### src/rtl/rbot_pkg.sv
// Shared definitions for the rbot move path: face encoding, the packed move word
// and the move_sequencer state encoding.
package rbot_pkg;

    localparam int NUM_FACES = 6;

    localparam logic [2:0] FACE_U = 3'd0;
    localparam logic [2:0] FACE_D = 3'd1;
    localparam logic [2:0] FACE_L = 3'd2;
    localparam logic [2:0] FACE_R = 3'd3;
    localparam logic [2:0] FACE_F = 3'd4;
    localparam logic [2:0] FACE_B = 3'd5;

    // One queued move; this is also the FIFO word layout {face, dir, half}.
    typedef struct packed {
        logic [2:0] face;
        logic       dir;
        logic       half;
    } move_t;

    localparam int MOVE_W = $bits(move_t);

    typedef enum logic [2:0] {
        S_IDLE  = 3'd0,
        S_SETUP = 3'd1,
        S_FIRE  = 3'd2,
        S_ARM   = 3'd3,
        S_WAIT  = 3'd4,
        S_GAP   = 3'd5,
        S_FAULT = 3'd6
    } seq_state_t;

    // One-hot driver select for a face; invalid faces (6, 7) give all zeros.
    function automatic logic [NUM_FACES-1:0] face_onehot(input logic [2:0] face);
        logic [NUM_FACES-1:0] one;
        one = {{(NUM_FACES-1){1'b0}}, 1'b1};
        return one << face;
    endfunction

endpackage

### src/rtl/move_fifo.sv
// Show-ahead FIFO for queued moves: dout always presents the oldest entry.
// A push while full is accepted only when a pop happens in the same cycle.
module move_fifo #(
    parameter int WIDTH = 5,
    parameter int DEPTH = 8
) (
    input  logic             clock,
    input  logic             reset_n,
    input  logic             push,
    input  logic             pop,
    input  logic [WIDTH-1:0] din,
    output logic [WIDTH-1:0] dout,
    output logic             full,
    output logic             empty
);

    localparam int AW = (DEPTH > 1) ? $clog2(DEPTH) : 1;

    logic [WIDTH-1:0] mem [DEPTH];
    logic [AW-1:0]    wr_ptr;
    logic [AW-1:0]    rd_ptr;
    logic [AW:0]      count;
    logic             do_push;
    logic             do_pop;

    assign full    = (count == (AW+1)'(DEPTH));
    assign empty   = (count == '0);
    assign do_pop  = pop && !empty;
    assign do_push = push && (!full || do_pop);
    assign dout    = mem[rd_ptr];

    // Pointer and fill-level bookkeeping; reset empties the queue.
    always_ff @(posedge clock) begin
        if (!reset_n) begin
            wr_ptr <= '0;
            rd_ptr <= '0;
            count  <= '0;
        end else begin
            if (do_push) wr_ptr <= wr_ptr + 1'b1;
            if (do_pop)  rd_ptr <= rd_ptr + 1'b1;
            case ({do_push, do_pop})
                2'b10:   count <= count + 1'b1;
                2'b01:   count <= count - 1'b1;
                default: count <= count;
            endcase
        end
    end

    // Storage array; contents need no reset since count gates visibility.
    always_ff @(posedge clock) begin
        if (do_push) mem[wr_ptr] <= din;
    end

endmodule

### src/rtl/move_sequencer.sv
// Runs queued cube-face moves one at a time on six stepper drivers:
// set direction, let it settle, fire a one-cycle start, wait for done, hold a gap.
// Optional watchdog in WAIT is built when MOVE_TIMEOUT_EN is defined.
module move_sequencer
    import rbot_pkg::*;
#(
    parameter int FIFO_DEPTH    = 8,
    parameter int STEPS_QUARTER = 50,
    parameter int DIR_SETUP     = 4,
    parameter int MOVE_GAP      = 16
`ifdef MOVE_TIMEOUT_EN
    ,
    parameter int TIMEOUT_CYC   = 1 << 24
`endif
) (
    input  logic                 clock,
    input  logic                 reset_n,
    input  logic                 move_valid,
    output logic                 move_ready,
    input  logic [2:0]           move_face,
    input  logic                 move_dir,
    input  logic                 move_half,
    output logic [NUM_FACES-1:0] drv_start,
    output logic [7:0]           drv_steps,
    output logic [NUM_FACES-1:0] drv_dir,
    input  logic [NUM_FACES-1:0] drv_done,
    output logic                 busy,
    output logic                 bad_move,
    output logic                 fault,
    output logic [15:0]          moves_done
);

    // GAP and SETUP never collapse to zero cycles.
    localparam int GAP_LAST = (MOVE_GAP > 0) ? MOVE_GAP - 1 : 0;

    seq_state_t           state;
    seq_state_t           state_next;
    move_t                move_in;
    move_t                head;
    move_t                move_reg;
    logic                 fifo_full;
    logic                 fifo_empty;
    logic                 push;
    logic                 pop;
    logic [15:0]          cnt;
    logic [NUM_FACES-1:0] sel;
    logic                 done_hit;

    assign move_in  = '{face: move_face, dir: move_dir, half: move_half};
    assign push     = move_valid && move_ready;
    assign sel      = face_onehot(move_reg.face);
    assign done_hit = |(drv_done & sel);

    move_fifo #(
        .WIDTH (MOVE_W),
        .DEPTH (FIFO_DEPTH)
    ) u_fifo (
        .clock   (clock),
        .reset_n (reset_n),
        .push    (push),
        .pop     (pop),
        .din     (move_in),
        .dout    (head),
        .full    (fifo_full),
        .empty   (fifo_empty)
    );

`ifdef MOVE_TIMEOUT_EN
    logic [23:0] wait_cnt;

    // Watchdog counts cycles spent in WAIT; restarts on every other state.
    always_ff @(posedge clock) begin
        if (!reset_n || state != S_WAIT) wait_cnt <= '0;
        else                             wait_cnt <= wait_cnt + 1'b1;
    end

    assign fault      = (state == S_FAULT);
    assign move_ready = !fifo_full && (state != S_FAULT);
`else
    assign fault      = 1'b0;
    assign move_ready = !fifo_full;
`endif

    // State register.
    always_ff @(posedge clock) begin
        if (!reset_n) state <= S_IDLE;
        else          state <= state_next;
    end

    // Next-state logic, queue pop and the invalid-face pulse.
    always_comb begin
        state_next = state;
        pop        = 1'b0;
        bad_move   = 1'b0;
        case (state)
            S_IDLE: begin
                if (!fifo_empty) begin
                    pop = 1'b1;
                    if (head.face > FACE_B) bad_move   = 1'b1;
                    else                    state_next = S_SETUP;
                end
            end
            S_SETUP: if (cnt == 16'(DIR_SETUP)) state_next = S_FIRE;
            S_FIRE:  state_next = S_ARM;
            S_ARM:   state_next = S_WAIT;
            S_WAIT: begin
                if (done_hit) state_next = S_GAP;
`ifdef MOVE_TIMEOUT_EN
                else if (wait_cnt == 24'(TIMEOUT_CYC - 1)) state_next = S_FAULT;
`endif
            end
            S_GAP:   if (cnt >= 16'(GAP_LAST)) state_next = S_IDLE;
`ifdef MOVE_TIMEOUT_EN
            S_FAULT: state_next = S_FAULT;
`endif
            default: state_next = S_IDLE;
        endcase
    end

    // Phase counter: zero on the first cycle of every state, then counts up.
    always_ff @(posedge clock) begin
        if (!reset_n || state_next != state) cnt <= '0;
        else                                 cnt <= cnt + 1'b1;
    end

    // Latch the popped move, drive the selected face direction, count completions.
    always_ff @(posedge clock) begin
        if (!reset_n) begin
            move_reg   <= '0;
            drv_dir    <= '0;
            moves_done <= '0;
        end else begin
            if (pop) move_reg <= head;
            if (state == S_SETUP) drv_dir <= (drv_dir & ~sel) | (sel & {NUM_FACES{move_reg.dir}});
            if (state == S_WAIT && done_hit) moves_done <= moves_done + 1'b1;
        end
    end

    // Driver fan-out: start and step count exist only during FIRE.
    always_comb begin
        drv_start = '0;
        drv_steps = '0;
        if (state == S_FIRE) begin
            drv_start = sel;
            drv_steps = move_reg.half ? 8'(2 * STEPS_QUARTER) : 8'(STEPS_QUARTER);
        end
    end

    assign busy = !fifo_empty || (state != S_IDLE);

endmodule

### config.mk
export PLATFORM = sky130hd
export DESIGN_NAME = move_sequencer
export DESIGN_NICKNAME = d
export VERILOG_FILES = /design/src/rtl/rbot_pkg.sv /design/src/rtl/move_fifo.sv /design/src/rtl/move_sequencer.sv
export SDC_FILE = /design/constraint.sdc
export NUM_CORES = 1
export LEC_CHECK = 0
export CORE_MARGIN = 2
export CORE_UTILIZATION = 55
export DETAILED_ROUTE_END_ITERATION = 10
export PLACE_DENSITY_LB_ADDON = 0.25
export REMOVE_ABC_BUFFERS = 1
export SLEW_MARGIN = 20
export SYNTH_ARGS = -nofsm -noshare
export SYNTH_HDL_FRONTEND = slang
export SYNTH_HIERARCHICAL = 1
export SYNTH_SLANG_ARGS = --single-unit
### constraint.sdc
create_clock -name clock -period 4.9 [get_ports clock]
set_input_delay 1.47 -clock clock [delete_from_list [all_inputs] [get_ports clock]]
set_output_delay 1.47 -clock clock [all_outputs]
set_load 0.05 [all_outputs]
==> impl_metrics.csv, run 1 <==
group,metric,value,unit
routing,drtAntennaViolNets,0,
placement,port-buffer-count,49,
synth,yosys_warnings,6,
sta,fmax,0.230,GHz
sta,finalSetupTns,0,ns
floorplan,die-area,9100,um2
floorplan,core_area,8180,um2
synth,synth_most_common_cell,"dfxtp_1",
synth,syn_inst,421,
synth,synth_edf_count,40,
synth,synthFlopType,"dfxtp_1",
placement,place_inst,555,
pwr,p_per_area,446,nW/um2
sta,fin_crit_sh,88.6,%
routing,drcViolationCount,0,
outcome,status,"completed",
setup_path,r2r-end,"u_fifo/mem[4][2]$_DFFE_PP_",
setup_path,cpPeakStageDelay,0.75,ns
routing,route.vias.total,3309,
setup_path,crit_family,"multiplexers",
routing,wl_per_cell,15.9,um
global_routing,grt-ovfl-total,0,
global_routing,grt_pass1_vias,3017,
sta,slew_headroom,37.5,%
finish,drive_above_1_share,10.5,%
setup_path,critical_path_class,"reg2out",
pwr,vdd_drop_max,0.251,mV
finish,largest_reg_flops,40,
setup_path,critPathMaxFanout,10,
clocking,hold_buffers,0,
global_routing,met2_usage,32.7,%
floorplan,die_h,95.4,um
global_routing,use_met1,29.1,%
setup_path,rrSetupSlack,2.01,ns
clocking,cts_root_buf,"clkbuf_8",
placement,hpwlAfterDp,6520,um
setup_path,r2r_start,"u_fifo/count[1]$_SDFFE_PN0P_",
clocking,cts_made_buffers,9,
clocking,cts.path.max_buffers,2,
setup_path,cp_cell_sequence,"mux4_2 > mux2_2 > and3_1 > clkdlybuf4s50_1",
sta,report.final.slew_viol_count,0,
sta,clock-skew-final,0.0109,ns
sta,rsz0062_at_grt,"false",
clocking,cts_tree,"yes",
routing,drt-total-wl,9060,um
global_routing,grt_pass1_wl,14600,um
setup_path,critPathSlowestCell,"dfxtp_1",
setup_path,crit_required,3.43,ns
hold_path,hold_class,"reg2reg",
sta,worst_slew_pin_slew,0.931,ns
synth,synth.area.top_cells,"edfxtp_1 (26%), dfxtp_1 (26%), mux4_2 (4.9%), nor2_1 (3.6%), mux2i_1 (3.0%)",
synth,synth_largest_area_cell,"edfxtp_1",
setup_path,cp_num_buf_inv,1,
setup_path,start_kind,"flop",
hold_path,worstHoldPathCells,2,
synth,synthTopCellsByCount,"dfxtp_1 (59), nor2_1 (44), edfxtp_1 (40)",
synth,postSynthAreaPerCell,10.9,um2
sta,hold_viol,0,
global_routing,busiest_layer,"met2",
global_routing,antenna_found_initial,0,
synth,ys_async_sr_fraction,0,%
finish,fin_cells,571,
sta,finalSetupViolCount,0,
sta,period_minus_slack,4.34,ns
global_routing,grt_util_all_layers,20.9,%
clocking,cts.repair.resized,0,
pwr,power.leakage,1.79,nW
synth,synth_area,4600,um2
floorplan,row_count,33,
setup_path,setup.worst_path.end_class,"primary output",
clocking,clock-sinks,99,
finish,top_register,"u_fifo/mem",
clocking,clkLatencyLatePin,0.36,ns
floorplan,start_util,56.2,%
routing,drt-pass1-iter-count,5,
global_routing,grt_max_degree,26,
routing,vias_per_cell,5.80,
setup_path,worst-r2r-cell-count,7,
global_routing,met3_usage,4.51,%
finish,area.growth.synth_to_final,15.8,%
clocking,htreeDepth,3,
finish,nets,483,
clocking,post_cts_buffers,0,
floorplan,io_pins,54,
routing,drt_iter0_markers,155,
synth,yosysUniqueCellTypes,58,
finish,antennaDiodeCount,0,
floorplan,die_x,95.4,um
synth,synth_top_cell_area_share,26.1,%
finish,largestRegisters,"u_fifo/mem: 40 flops, cnt: 16 flops, moves_done: 16 flops",
synth,ys_seq_area_share,51.8,%
job,max_cap_violations,0,
clocking,clk_pin_slew,0.10,ns
setup_path,cp_data_arrival_time,2.87,ns
placement,globalplace.congestion,0.833,
synth,ys_seq_elements,99,
-- area by class of cell --
cell class	instances	area, um2
multi-input combinational	282	2010
tap	105	131
sequential	99	2380
inverter	16	60.1
clock inverter	7	95.1
clock buffer	9	124
timing repair buffer	53	520
fill	641	2850
-- how the worst max path moves through the flow --
stage,start,end,slack [ns],cells after the start
after floorplan,state[1]$_SDFF_PN0_,drv_steps[1],0.79,2
after global placement,flop,bad_move,0.93,4
after detailed placement,flop,bad_move,0.90,4
after CTS,flop,bad_move,0.49,4
after global routing,flop,bad_move,0.38,4
final,flop,bad_move,0.56,4
-- where the power goes --
| part | switching (W) | total (W) | internal, W | leakage, nW |
|---|---|---|---|---|
| clock network | 0.000308 | 0.000559 | 0.000251 | 0.111 |
| logic | 0.000440 | 0.000742 | 0.000301 | 0.838 |
| registers | 0.000131 | 0.00108 | 0.000944 | 0.841 |
-- per-stage QoR --
step           util, %  instance area, um2  hold slack (ns)  total power, W  setup WS [ns]
4_1_cts           64.9                5310            0.476         0.00238          0.490
3_3_place_gp      62.2                5090            0.451         0.00180          0.928
6_report          65.1                5320            0.479         0.00238          0.559
3_5_place_dp      62.2                5090            0.462         0.00182          0.897
2_1_floorplan        -                4430            0.465         0.00161          0.794
5_1_grt           65.1                5320            0.502         0.00252          0.381
-- routing by layer --
layer / vias to the layer above / routed length, um
met4: 0 / 62
li1: 1613 / -
met3: 4 / 475
met5: - / 0
met1: 1611 / 4230
met2: 81 / 4290
-- kinds of logic (layout without fill, tap and decap cells) --
kind of cell,after synthesis,after routing,share of synthesized area [%]
compound gates,57,57,9.28
buf+inv,43,85,5.06
xor+xnor,23,23,4.38
fa+ha+maj,8,8,2.34
flops,99,99,51.8
simple gates,161,161,17.8
mux,29,29,9.17
other cells,1,4,0.0816
-- placed cells by master, fill, tap and decap left out, drive strengths merged, types with 6 or more instances in the layout --
| master | netlist | layout |
|---|---|---|
| a21oi | 17 | 17 |
| nand3 | 18 | 18 |
| nand4 | 11 | 11 |
| o21ai | 12 | 12 |
| nor2 | 44 | 44 |
| mux2i | 14 | 14 |
| nand2b | 6 | 6 |
| ha | 7 | 7 |
| edfxtp | 40 | 40 |
| xnor2 | 16 | 16 |
| clkdlybuf4s50 | 0 | 49 |
| mux4 | 10 | 10 |
| nor3 | 28 | 28 |
| inv | 14 | 17 |
| clkbuf | 7 | 9 |
| or3 | 8 | 8 |
| nand2 | 18 | 18 |
| xor2 | 7 | 7 |
| dfxtp | 59 | 59 |
| nor4 | 8 | 8 |
| o31ai | 6 | 6 |
-- worst reg2reg max path: stages (launching register included) --
cell	delay (ns)
dfxtp_1	0.44
or3_1	0.30
nor2_1	0.15
nor4_2	0.17
buf_4	0.27
nand2b_1	0.29
o21ai_4	0.13
nor3_1	0.77
Power figures use the tool's default switching activity.
==> run 2, diff against run 1 <==
- ABC_AREA: default -> 1
==> run 2 against run 1 <==
Wire length increased by 2.3%. Global-route usage decreased by 0.21 points. Critical path type unchanged. Highest routed layer unchanged. Setup slack improved by 0.31 ns.
==> impl_metrics.csv, run 2 <==
group,metric,value,unit
outcome,status,"completed",
floorplan,row_count,33,
routing,wl_per_cell,12.9,um
routing,drcViolationCount,0,
clocking,cts_tree,"yes",
setup_path,cp_data_arrival_time,2.56,ns
placement,globalplace.congestion,0.904,
routing,vias_per_cell,5.16,
routing,drt_iter0_markers,175,
finish,nFillCells,690,
sta,slew_headroom,52.0,%
synth,synth_most_common_cell,"nand2_1",
finish,area.growth.synth_to_final,16.0,%
finish,final_common_cell,"nand2_1",
sta,worst_slew_pin_slew,0.719,ns
finish,multi_input_area,2000,um2
pwr,pwr-share-comb,34.7,%
finish,register_area,2380,um2
pwr,p_per_area,464,nW/um2
floorplan,die_x,97.0,um
clocking,post_cts_buffers,0,
finish,nets,628,
placement,hpwlAfterDp,6810,um
placement,detailed_place.area,5270,um2
floorplan,start_util,57.3,%
sta,report.final.slew_viol_count,0,
sta,finalSetupViolCount,0,
sta,finalSetupTns,0,ns
synth,ys_async_sr_fraction,0,%
floorplan,io_pins,54,
synth,synthFlopType,"dfxtp_1",
sta,worst_slack,0.868,ns
clocking,cts_made_buffers,9,
placement,place_ws,1.24,ns
global_routing,grt_pass1_vias,3583,
setup_path,setup.worst_path.end_class,"primary output",
finish,largest_reg_flops,40,
global_routing,antenna_found_initial,0,
setup_path,crit_required,3.43,ns
pwr,pwr-share-clk,24.1,%
job,max_cap_violations,0,
pwr,vdd_drop_max,0.267,mV
routing,met1Wirelength,4180,um
finish,layout_common_cells,"nand2_1 (102), nor2_1 (89), dfxtp_1 (59)",
synth,synth_top_cell_area_share,25.3,%
finish,largestRegisters,"u_fifo/mem: 40 flops, cnt: 16 flops, moves_done: 16 flops",
routing,wl_met3,469,um
global_routing,grt-ovfl-total,0,
synth,postSynthAreaPerCell,8.47,um2
synth,synthTopCellsByCount,"nand2_1 (102), nor2_1 (89), dfxtp_1 (59)",
sta,period_minus_slack,4.03,ns
hold_path,hold_class,"reg2reg",
finish,antennaDiodeCount,0,
floorplan,die-area,9400,um2
clocking,clk_pin_slew,0.08,ns
routing,drtAntennaViolNets,0,
placement,port-buffer-count,49,
floorplan,core_area,8300,um2
sta,clock-skew-final,0.0130,ns
clocking,htreeDepth,3,
finish,drive_above_1_share,7.04,%
routing,drt-pass1-iter-count,4,
global_routing,grt_util_all_layers,20.6,%
synth,yosysUniqueCellTypes,36,
sta,fin_crit_sh,82.3,%
routing,drt-total-wl,9270,um
synth,synth_edf_count,40,
finish,top_register,"u_fifo/mem",
routing,dr_wl_met2,4480,um
clocking,hold_buffers,0,
clocking,cts_root_buf,"clkbuf_8",
clocking,clkLatencyLatePin,0.37,ns
global_routing,grt_max_degree,24,
global_routing,grt_pass1_wl,16000,um
sta,fmax,0.248,GHz
setup_path,start_kind,"flop",
synth,syn_inst,561,
synth,synth.area.top_cells,"edfxtp_1 (25%), dfxtp_1 (25%), nand2_1 (8.1%), nor2_1 (7.0%), inv_1 (4.4%)",
synth,yosys_warnings,6,
clocking,clock-sinks,99,
clocking,cts.path.max_buffers,2,
sta,rsz0062_at_grt,"false",
floorplan,die_h,97.0,um
routing,highest_layer,"met4",
setup_path,critPathMaxFanout,20,
pwr,p_seq_share,41.2,%
finish,fin_area,5510,um2
pwr,sw_frac_of_total,37.9,%
pwr,p_int,0.00159,W
synth,ys_seq_elements,99,
synth,synth_area,4750,um2
pwr,switching_power,0.000970,W
clocking,cts.repair.resized,0,
pwr,power.leakage,2.05,nW
synth,synth_largest_area_cell,"edfxtp_1",
setup_path,critical_path_class,"reg2out",
routing,route.vias.total,3691,
sta,hold_viol,0,
synth,ys_seq_area_share,50.1,%
==> run 2: changes by cell type after synthesis, sizes merged, moves of 6 or more <==
cell	change
a21oi	+21
inv	+49
mux4	-10
nand2	+95
nand2b	-6
nand3	+11
nor2	+47
nor3	-17
o21ai	+8
o22ai	+10
o31ai	-6
or3	-8
xor2	+9
==> run 2: layout make-up <==
class	count	share of cell area [%]
sequential	99	43.2
clock buffer	10	2.32
timing repair buffer	52	9.31
multi-input combinational	380	36.3
clock inverter	6	2.07
inverter	64	4.40
tap	105	2.38
==> run 2: power by group through the flow <==
stage,registers [W],clock network [W],logic [W]
after CTS,0.00105,0.000628,0.000889
final,0.00105,0.000616,0.000887
after detailed placement,0.00107,0,0.000881
after global routing,0.00107,0.000663,0.000997
after floorplan,0.00109,0,0.000635
after global placement,0.00106,0,0.000857
==> run 2: metal layers <==
layer | track usage, % | vias to the layer above
li1 | - | 1921
met1 | 25.9 | 1669
met2 | 35.8 | 87
met3 | 4.05 | 14
met4 | 6.83 | 0
met5 | 0 | -
==> run 2: critical path, cell delays in order (launching register included) <==
cell and delay, ns:
dfxtp_1 0.64, o21ai_0 0.19, o22ai_1 0.20, nand2_1 0.07
nand2_1 0.08, nand2_1 0.07, nor2_1 0.13, clkdlybuf4s50_1 0.82
==> run 2: worst paths after layout <==
kind	startpoint	endpoint	slack (ns)	cells past startpoint
worst max-delay path	flop	bad_move	0.87	7
worst min-delay path	u_fifo/rd_ptr[2]$_SDFFE_PN0N_	u_fifo/rd_ptr[2]$_SDFFE_PN0N_	0.47	2
worst max register to register	u_fifo/count[3]$_SDFFE_PN0P_	u_fifo/count[3]$_SDFFE_PN0P_	2.36	15
worst min register to register	u_fifo/rd_ptr[2]$_SDFFE_PN0N_	u_fifo/rd_ptr[2]$_SDFFE_PN0N_	0.47	2
==> run 2: cells by family (layout without fill, tap and decap cells) <==
kind of cell,count (synthesis),after routing,share of synthesized area (%)
other,1,4,0.0789
flip-flops,99,99,50.1
adder cells (fa/ha/maj),8,8,2.26
XOR/XNOR,29,29,5.34
buffers and inverters,85,132,7.98
AND/OR/NAND/NOR,255,255,23.5
AO/OA/AOI/OAI,74,74,8.64
multiplexers,10,10,2.11
==> run 2: through the flow <==
stage | utilization [%] | hold slack (ns) | power, W | std cells
after floorplan | - | 0.430 | 0.00173 | 543
after global placement | 63.5 | 0.447 | 0.00192 | 700
after detailed placement | 63.5 | 0.460 | 0.00195 | 700
after CTS | 66.4 | 0.469 | 0.00257 | 716
after global routing | 66.4 | 0.506 | 0.00273 | 716
final | 66.4 | 0.468 | 0.00256 | 716
